`src/rtl/merger_feed_4.sv`:
```
// merger_feed_4: two-way merge of sorted 4x32 tuple streams via an external 8-input bitonic network; MERGER_FEED_COUNT_EN adds out_count.
// Latency: seed issue to first out_valid is 4 cycles; one tuple in flight through the 3-cycle network at a time.
// Backpressure: out_ready stalls the 4-entry FWFT output FIFO; no issue while it holds more than 2 tuples.

// fifo_sync: generic first-word-fall-through FIFO with occupancy count.
// Latency: a push is visible on rd_vld/rd_dat the next cycle.
// Backpressure: wr_rdy low when full unless a pop happens in the same cycle.
module fifo_sync #(
    parameter int W  = 8,
    parameter int AW = 2
) (
    input  logic          clk,
    input  logic          rst,
    input  logic          wr_vld,
    input  logic [W-1:0]  wr_dat,
    output logic          wr_rdy,
    output logic          rd_vld,
    output logic [W-1:0]  rd_dat,
    input  logic          rd_rdy,
    output logic [AW:0]   count
);
    localparam int DEPTH = 1 << AW;

    logic [W-1:0]  mem [DEPTH];
    logic [AW-1:0] wr_ptr;
    logic [AW-1:0] rd_ptr;
    logic          do_push;
    logic          do_pop;

    assign rd_vld  = (count != '0);
    assign rd_dat  = mem[rd_ptr];
    assign do_pop  = rd_vld && rd_rdy;
    assign wr_rdy  = (count != (AW+1)'(DEPTH)) || do_pop;
    assign do_push = wr_vld && wr_rdy;

    always_ff @(posedge clk or posedge rst) begin
        if (rst) begin
            wr_ptr <= '0;
            rd_ptr <= '0;
            count  <= '0;
        end else begin
            if (do_push) wr_ptr <= wr_ptr + 1'b1;
            if (do_pop)  rd_ptr <= rd_ptr + 1'b1;
            if (do_push && !do_pop)
                count <= count + 1'b1;
            else if (do_pop && !do_push)
                count <= count - 1'b1;
        end
    end

    always_ff @(posedge clk) begin
        if (do_push) mem[wr_ptr] <= wr_dat;
    end
endmodule

module merger_feed_4 (
    input  logic         i_clk,
    input  logic         i_rst,
    input  logic         a_valid,
    input  logic [127:0] a_data,
    input  logic         a_last,
    output logic         a_ready,
    input  logic         b_valid,
    input  logic [127:0] b_data,
    input  logic         b_last,
    output logic         b_ready,
    output logic [127:0] net_elems_0,
    output logic [127:0] net_elems_1,
    output logic         net_stall,
    output logic         net_switch_output,
    output logic [127:0] net_top_tuple,
    input  logic [127:0] net_o_elems_0,
    input  logic [127:0] net_o_elems_1,
    input  logic         net_o_stall,
    input  logic         net_o_switch_output,
`ifdef MERGER_FEED_COUNT_EN
    output logic [15:0]  out_count,
`endif
    output logic         out_valid,
    output logic [127:0] out_data,
    output logic         out_last,
    input  logic         out_ready
);
    typedef enum logic [2:0] {IDLE, SEED, ISSUE, WAIT, FLUSH} state_t;

    state_t       state;
    state_t       state_nxt;
    logic [127:0] fb_q;
    logic         a_done_q;
    logic         b_done_q;
    logic [2:0]   fifo_cnt;
    logic         res_vld;
    logic         room_issue;
    logic         room_flush;
    logic         sel_vld;
    logic         sel_a;
    logic         seed_go;
    logic         issue_go;
    logic         fb_ld;
    logic         push_vld;
    logic         push_last;
    logic [127:0] push_dat;
    logic         fifo_wr_rdy;
    logic         fifo_rd_vld;
    logic [128:0] fifo_rd_dat;

    assign res_vld       = !net_o_stall;
    assign room_issue    = (fifo_cnt <= 3'd2);
    assign room_flush    = (fifo_cnt <= 3'd3);
    assign net_top_tuple = '0;

    // Once a stream has delivered its last tuple only the other one is waited on.
    always_comb begin
        sel_vld = 1'b0;
        sel_a   = 1'b1;
        if (!a_done_q && !b_done_q) begin
            sel_vld = a_valid && b_valid;
            sel_a   = (a_data[31:0] <= b_data[31:0]);
        end else if (!a_done_q) begin
            sel_vld = a_valid;
            sel_a   = 1'b1;
        end else if (!b_done_q) begin
            sel_vld = b_valid;
            sel_a   = 1'b0;
        end
    end

    always_comb begin
        state_nxt         = state;
        net_stall         = 1'b1;
        net_switch_output = 1'b0;
        net_elems_0       = '0;
        net_elems_1       = '0;
        a_ready           = 1'b0;
        b_ready           = 1'b0;
        push_vld          = 1'b0;
        push_dat          = '0;
        push_last         = 1'b0;
        fb_ld             = 1'b0;
        seed_go           = 1'b0;
        issue_go          = 1'b0;
        case (state)
            IDLE: state_nxt = SEED;
            SEED: begin
                if (a_valid && b_valid && room_issue) begin
                    net_stall         = 1'b0;
                    net_switch_output = 1'b1;
                    net_elems_0       = a_data;
                    net_elems_1       = b_data;
                    a_ready           = 1'b1;
                    b_ready           = 1'b1;
                    seed_go           = 1'b1;
                    state_nxt         = WAIT;
                end
            end
            ISSUE: begin
                if (sel_vld && room_issue) begin
                    net_stall   = 1'b0;
                    net_elems_0 = sel_a ? a_data : b_data;
                    net_elems_1 = fb_q;
                    a_ready     = sel_a;
                    b_ready     = !sel_a;
                    issue_go    = 1'b1;
                    state_nxt   = WAIT;
                end
                // A stray seed result is stored but never steers the merge.
                if (res_vld && net_o_switch_output && fifo_wr_rdy) begin
                    push_vld = 1'b1;
                    push_dat = net_o_elems_0;
                end
            end
            WAIT: begin
                if (res_vld) begin
                    push_vld  = 1'b1;
                    push_dat  = net_o_elems_0;
                    fb_ld     = 1'b1;
                    state_nxt = (a_done_q && b_done_q) ? FLUSH : ISSUE;
                end
            end
            FLUSH: begin
                if (room_flush) begin
                    push_vld  = 1'b1;
                    push_dat  = fb_q;
                    push_last = 1'b1;
                    state_nxt = SEED;
                end
            end
            default: state_nxt = IDLE;
        endcase
    end

    always_ff @(posedge i_clk or posedge i_rst) begin
        if (i_rst) begin
            state    <= IDLE;
            fb_q     <= '0;
            a_done_q <= 1'b0;
            b_done_q <= 1'b0;
        end else begin
            state <= state_nxt;
            if (fb_ld) fb_q <= net_o_elems_1;
            if (seed_go) begin
                a_done_q <= a_last;
                b_done_q <= b_last;
            end else if (issue_go) begin
                if (sel_a) a_done_q <= a_last;
                else       b_done_q <= b_last;
            end
        end
    end

    fifo_sync #(
        .W  (129),
        .AW (2)
    ) u_out_fifo (
        .clk    (i_clk),
        .rst    (i_rst),
        .wr_vld (push_vld),
        .wr_dat ({push_last, push_dat}),
        .wr_rdy (fifo_wr_rdy),
        .rd_vld (fifo_rd_vld),
        .rd_dat (fifo_rd_dat),
        .rd_rdy (out_ready),
        .count  (fifo_cnt)
    );

    assign out_valid = fifo_rd_vld;
    assign out_data  = fifo_rd_dat[127:0];
    assign out_last  = fifo_rd_dat[128] && fifo_rd_vld;

`ifdef MERGER_FEED_COUNT_EN
    logic [15:0] count_q;

    always_ff @(posedge i_clk or posedge i_rst) begin
        if (i_rst)
            count_q <= '0;
        else if (push_vld && fifo_wr_rdy)
            count_q <= push_last ? 16'd0 : count_q + 16'd1;
    end

    assign out_count = count_q;
`endif
endmodule

```
`config.mk`:
```
export PLATFORM = sky130hd
export DESIGN_NAME = merger_feed_4
export DESIGN_NICKNAME = d
export VERILOG_FILES = /design/src/rtl/merger_feed_4.sv
export SDC_FILE = /design/constraint.sdc
export NUM_CORES = 1
export LEC_CHECK = 0
export BUFFER_PORTS_ARGS = -buffer_cell sky130_fd_sc_hd__buf_2
export CORE_AREA = 2 2 400 402
export DETAILED_ROUTE_END_ITERATION = 7
export DIE_AREA = 0 0 402 404
export SETUP_SLACK_MARGIN = 0.1
export SKIP_CTS_REPAIR_TIMING = 1
export SKIP_LAST_GASP = 1
export SYNTH_ARGS = -nofsm -noshare
export SYNTH_HDL_FRONTEND = slang
export SYNTH_HIERARCHICAL = 1
export SYNTH_SLANG_ARGS = --single-unit
```
`constraint.sdc`:
```
create_clock -name i_clk -period 5.3 [get_ports i_clk]
set_input_delay 0.53 -clock i_clk [delete_from_list [all_inputs] [get_ports i_clk]]
set_output_delay 0.53 -clock i_clk [all_outputs]
set_load 0.02 [all_outputs]
```
; ---- Word level (Yosys, flattened, before mapping)
; Memory sizes are Yosys's and may differ from the RTL's.
; Index checks and enable logic that the tools add are counted.
[totals]
regBits = 140
mem_bits_rw = 516
in_bits = 521
output_inout_bits = 518
word_cells = 102
mem_count = 1
[classes]
addsub = 4
magnitude_cmp = 3
n_eq_ne = 10
n_mux = 50
n_reduce_logical = 27
[mem_list]
columns = name, depth, word_bits, rd, rd_clocked_by_memory_dff, write_ports, line_no
row1 = u_out_fifo.mem, 4, 129, 1, 0, 1, 24  ; logic [W-1:0] mem [DEPTH];
[ops]
columns = cell, count
row1 = $mux W128, 8
row2 = $pmux W128 S2, 2
row3 = $pmux W128 S3, 1
row4 = $le A32 B32 Y1, 1
row5 = $mux W1, 27
row6 = $mux W3, 7
row7 = $pmux W3 S5, 1
row8 = $logic_and A1 B1 Y1, 12
row9 = $ne A2 B2 Y1 const B, 5
row10 = $eq A3 B2 Y1 const B, 2
row11 = $le A3 B2 Y1 const B, 2
row12 = $logic_not A1 Y1, 6
row13 = $pmux W1 S2, 3
row14 = $reduce_bool A2 Y1, 3
row15 = $add A2 B1 Y2 const B, 2
row16 = $reduce_and A2 Y1, 2
row17 = $reduce_and A4 Y1, 1
row18 = $add A3 B1 Y3 const B, 1
row19 = $eq A3 B1 Y1 const B, 1
row20 = $eq A3 B3 Y1 const B, 1
row21 = $logic_not A3 Y1, 1
row22 = $ne A3 B3 Y1 const B, 1
row23 = $pmux W1 S3, 1
row24 = $reduce_bool A3 Y1, 1
row25 = other kinds (2), 2

; ---- Logic depth before layout (Yosys ltp)
[depth]
ltp_word = 11
mapped_depth = 13
ltp_nobuf = 11

; ---- Cells and area by module
; Netlist, hierarchy kept.
[modules_own_cells]
columns = module, instances, cells_each, area_each_um2, seq_area_each_um2
row1 = fifo_sync, 1, 711, 19012.0, 15670.0
row2 = merger_feed_4, 1, 1029, 10717.8, 3328.2

; ---- Worst setup path after synthesis
; No wires, ideal clock.
[synth_path]
path_kind = input -> register
from = input out_ready
to = memory u_out_fifo.mem[0][0] (enable)
setup_time_ns = 0.504
t_arrival_ns = 4.509
required_time_ns = 4.796
slack_ns = 0.287
stages = 7
n_path_buf = 2
path_cell_list = or4b_1 > buf_2 > a21oi_1 > nor3_1 > clkbuf_1 > or2_2 > and3_1
[synth_via]
elab_chain_len = 8
[synth_lines]
columns = item, line_no
row1 = "start, declared", 82  ; input logic out_ready
row2 = $logic_and A1 B1 Y1, 32  ; assign do_pop = rd_vld && rd_rdy;
row3 = $logic_or A1 B1 Y1, 33  ; assign wr_rdy = (count != (AW+1)'(DEPTH)) || do_pop;
row4 = named net fifo_wr_rdy, 103  ; logic fifo_wr_rdy;
row5 = $logic_and A1 B1 Y1, 167  ; if (res_vld && net_o_switch_output && fifo_wr_rdy) begin
row6 = $mux W1, 167
row7 = $pmux W1 S3, 142  ; case (state)
row8 = named net push_vld, 100  ; logic push_vld;
row9 = $logic_and A1 B1 Y1, 34  ; assign do_push = wr_vld && wr_rdy;
row10 = $mux W1, 52  ; if (do_push) mem[wr_ptr] <= wr_dat;
row11 = $mux W1 (implied by the code), 52
row12 = "end, declared", 24
; The timed path passes the listed nets, and every way through them passes these cells.

; ---- Final worst setup path
[layout_path]
from = input b_data[11]
to = output net_elems_0[118]
[layout_via]
elab_chain_len = 5
[layout_lines]
columns = item, line_no
row1 = "start, declared", 64  ; input logic [127:0] b_data,
row2 = $le A32 B32 Y1, 118  ; sel_a = (a_data[31:0] <= b_data[31:0]);
row3 = $mux W1, 116  ; if (!a_done_q && !b_done_q) begin
row4 = $mux W128, 159  ; net_elems_0 = sel_a ? a_data : b_data;
row5 = $mux W128, 157  ; if (sel_vld && room_issue) begin
row6 = $pmux W128 S2, 142
row7 = "end, declared", 67  ; output logic [127:0] net_elems_0,
; Every way passes these cells.

==> flow_summary.yaml <==
outcome:
  outcome: "complete, but fails checks"
  violations: "max-slew violations"
die:
  std_cell_rows: 146
  dieArea_um2: 162000
  coreArea_um2: 158000
  initial_core_util_pct: 18.8
  ios: 1039
  dieWidth_um: 402
  fp.dieH_um: 404
placement:
  place_congestion: 0.908
  place_ws_ns: 0.766
  portBuffers: 910
  dp_hpwl_mm: 85.4
  placed_area_um2: 36200
  dp_cells: 4627
timing:
  finalCriticalPeriod_ns: 4.45
  final.setup.tns_ns: 0
  hold_viol: 0
  rsz0062_at_grt: "false"
  finalClockSkew_ns: 0.0235
  setup_violations: 0
  maxSlewViolCount: 27
  slew_headroom_pct: -2.60
  setup_ws_ns: 0.846
  fmax_mhz: 225
  worst_pin_slew_ns: 1.54
  min_period_over_period_pct: 84.0
  fin_hold_ws_ns: 0.102
power_and_ir_drop:
  p_leak_nw: 15.7
  ir_drop_mv: 0.192
  cellPowerDensity_nw_per_um2: 519
  p_total_mw: 20.2
setup_path:
  crit_type: "primary input to output port"
  cp.required_ns: 4.77
  end_kind: "output port"
  critPathMaxFanout: 14
  cp-start-kind: "primary input"
  crit_arrival_ns: 3.92
global_routing:
  gr-total-overflow: 0
  grt_pass1_wl_mm: 158
  track_usage_pct: 13.8
  grt_max_degree: 135
  antenna_found_initial: 25
  grt_pass1_vias: 19899
clocking:
  path_clk_slew_ns: 0.06
  cts_root_buffer: "clkbuf_16"
  cts_max_path_buffers: 3
  cts.htree.levels: 3
  tritoncts: "done"
  insertion_delay_ns: 0.64
  clock_sinks: 656
  numCtsBuffers: 80
logic_synthesis:
  syn_area_um2: 29700
  ys_warn_count: 6
  synth_compound_area_share_pct: 12.2
  synth.avg_cell_area_um2: 17.1
  syn_inst: 1740
  synth_xor_xnor_area_share_pct: 0.202
  synth_top_family_by_area: "multiplexers"
  muxShareOfSynthArea_pct: 14.8
  synthDistinctLibCells: 53
  ys_seq_area_share_pct: 63.9
  synthArstFlopShare_pct: 21.3
  synth_fa_ha_area_share_pct: 1.62
  synth-edff-count: 516
  synth-seq-cells: 656
  yosys.area_share.simple_pct: 1.22
  synthFlopType: "edfxtp_1"
detailed_routing:
  first_iter_violations: 1494
  drc: 0
  vias: 20551
  wl_mm: 118
  routed_via_density: 4.29
  wl_per_cell_um: 24.6
  drt-pass1-iter-count: 5
  drtAntennaViolNets: 0
layout:
  final_nets: 3197
  final_area_um2: 38900
  final_cell_mix: "buf_2, edfxtp_1, a22o_1"
  fillCellCount: 16470
  area_growth_pct: 30.8
  layout.cells.non_filler: 4785
  final_common_cell: "buf_2"
  drive_above_1_share_pct: 49.9
  postLayoutCoreUtil_pct: 24.6
worst_hold_path:
  hold_path_class: "primary input to register"
run:
  max_cap_violations: 0
worst max-delay path, stage by stage:
cell       delay, ns
buf_2           0.27
inv_1           0.08
ha_1            0.32
nand4_1         0.35
a2111oi_2       0.48
o41ai_2         0.15
a22oi_2         0.51
o21a_4          0.30
buf_4           0.26
a22o_1          0.40
buf_2           0.25
layer usage:
metal / share of wire (%) / global-route usage, % / vias up / wire length [um]
met5: 0.044 / 0 / - / 52
met4: 3.4 / 4.88 / 8 / 4040
met3: 7.5 / 3.92 / 173 / 8850
met2: 47 / 22.2 / 925 / 55300
met1: 42 / 17.7 / 10756 / 49500
li1: - / - / 8689 / -
final cells by class:
type / instances / area (um^2) / area share [%]
Sequential cell: 656 / 19000 / 48.9
Multi-Input combinational cell: 916 / 9470 / 24.3
Timing Repair Buffer: 946 / 5010 / 12.9
Tap cell: 2072 / 2590 / 6.67
Clock buffer: 107 / 2230 / 5.73
Clock inverter: 41 / 408 / 1.05
Inverter: 38 / 150 / 0.386
Antenna cell: 9 / 22.5 / 0.0579
cells by family (layout without fill, tap and decap cells):
| family | Yosys count | in the layout |
|---|---|---|
| flops | 656 | 656 |
| simple gates | 61 | 61 |
| fa+ha+maj | 38 | 38 |
| buf+inv | 295 | 1132 |
| other cells | 1 | 137 |
| mux | 261 | 261 |
| xor+xnor | 6 | 6 |
| compound gates | 422 | 422 |
cell usage after synthesis (2+ instances only):
master | instances | area, um^2
nand2b_1 | 4 | 25.0
a211oi_1 | 2 | 15.0
dfrtp_1 | 140 | 3500
nand2_1 | 10 | 37.5
buf_1 | 13 | 48.8
nand4_1 | 6 | 37.5
nand3_1 | 7 | 35.0
and3_1 | 4 | 25.0
xnor2_1 | 3 | 26.3
buf_2 | 18 | 90.1
buf_4 | 139 | 1040
and2_1 | 2 | 12.5
nand4_2 | 2 | 25.0
buf_6 | 21 | 236
a21oi_1 | 16 | 80.1
xor2_1 | 2 | 17.5
o21ai_0 | 5 | 25.0
mux4_2 | 129 | 2910
clkbuf_1 | 66 | 248
nor2b_1 | 2 | 12.5
ha_1 | 37 | 463
nor3_1 | 4 | 20.0
inv_1 | 38 | 143
a22o_1 | 384 | 3360
a21o_1 | 3 | 22.5
edfxtp_1 | 516 | 15500
mux2i_1 | 3 | 30.0
o21ai_2 | 2 | 17.5
mux2_2 | 129 | 1450
nor2_1 | 10 | 37.5
sequential cells by signal, summed over array words and instances (netlist names):
register	count
u_out_fifo/mem	516
u_out_fifo/count	3
u_out_fifo/rd_ptr	2
a_done_q	1
u_out_fifo/wr_ptr	2
fb_q	128
state	3
b_done_q	1
power breakdown:
part	leakage (nW)	internal (mW)	switching, mW	total, mW
registers	6.44	6.83	0.931	7.76
clock network	1.28	3.27	2.27	5.54
logic	8.01	2.72	4.16	6.89
total	15.7	12.8	7.37	20.2
worst paths after layout:
path / endpoint / from / depth (start not counted) / slack [ns]
max in group asynchronous: fb_q[63] / i_rst / 4 / 3.75
setup reg to reg: u_out_fifo/mem[3][54] / u_out_fifo/count[2] / 6 / 1.95
hold reg to reg: fb_q[64] / fb_q[64] / 1 / 0.54
setup / recovery: net_elems_0[118] / b_data[11] / 11 / 0.85
hold / removal: fb_q[116] / net_o_elems_1[116] / 2 / 0.10
min in group asynchronous: fb_q[121] / i_rst / 3 / 0.49
No activity file was read; power rests on OpenSTA's default activity.
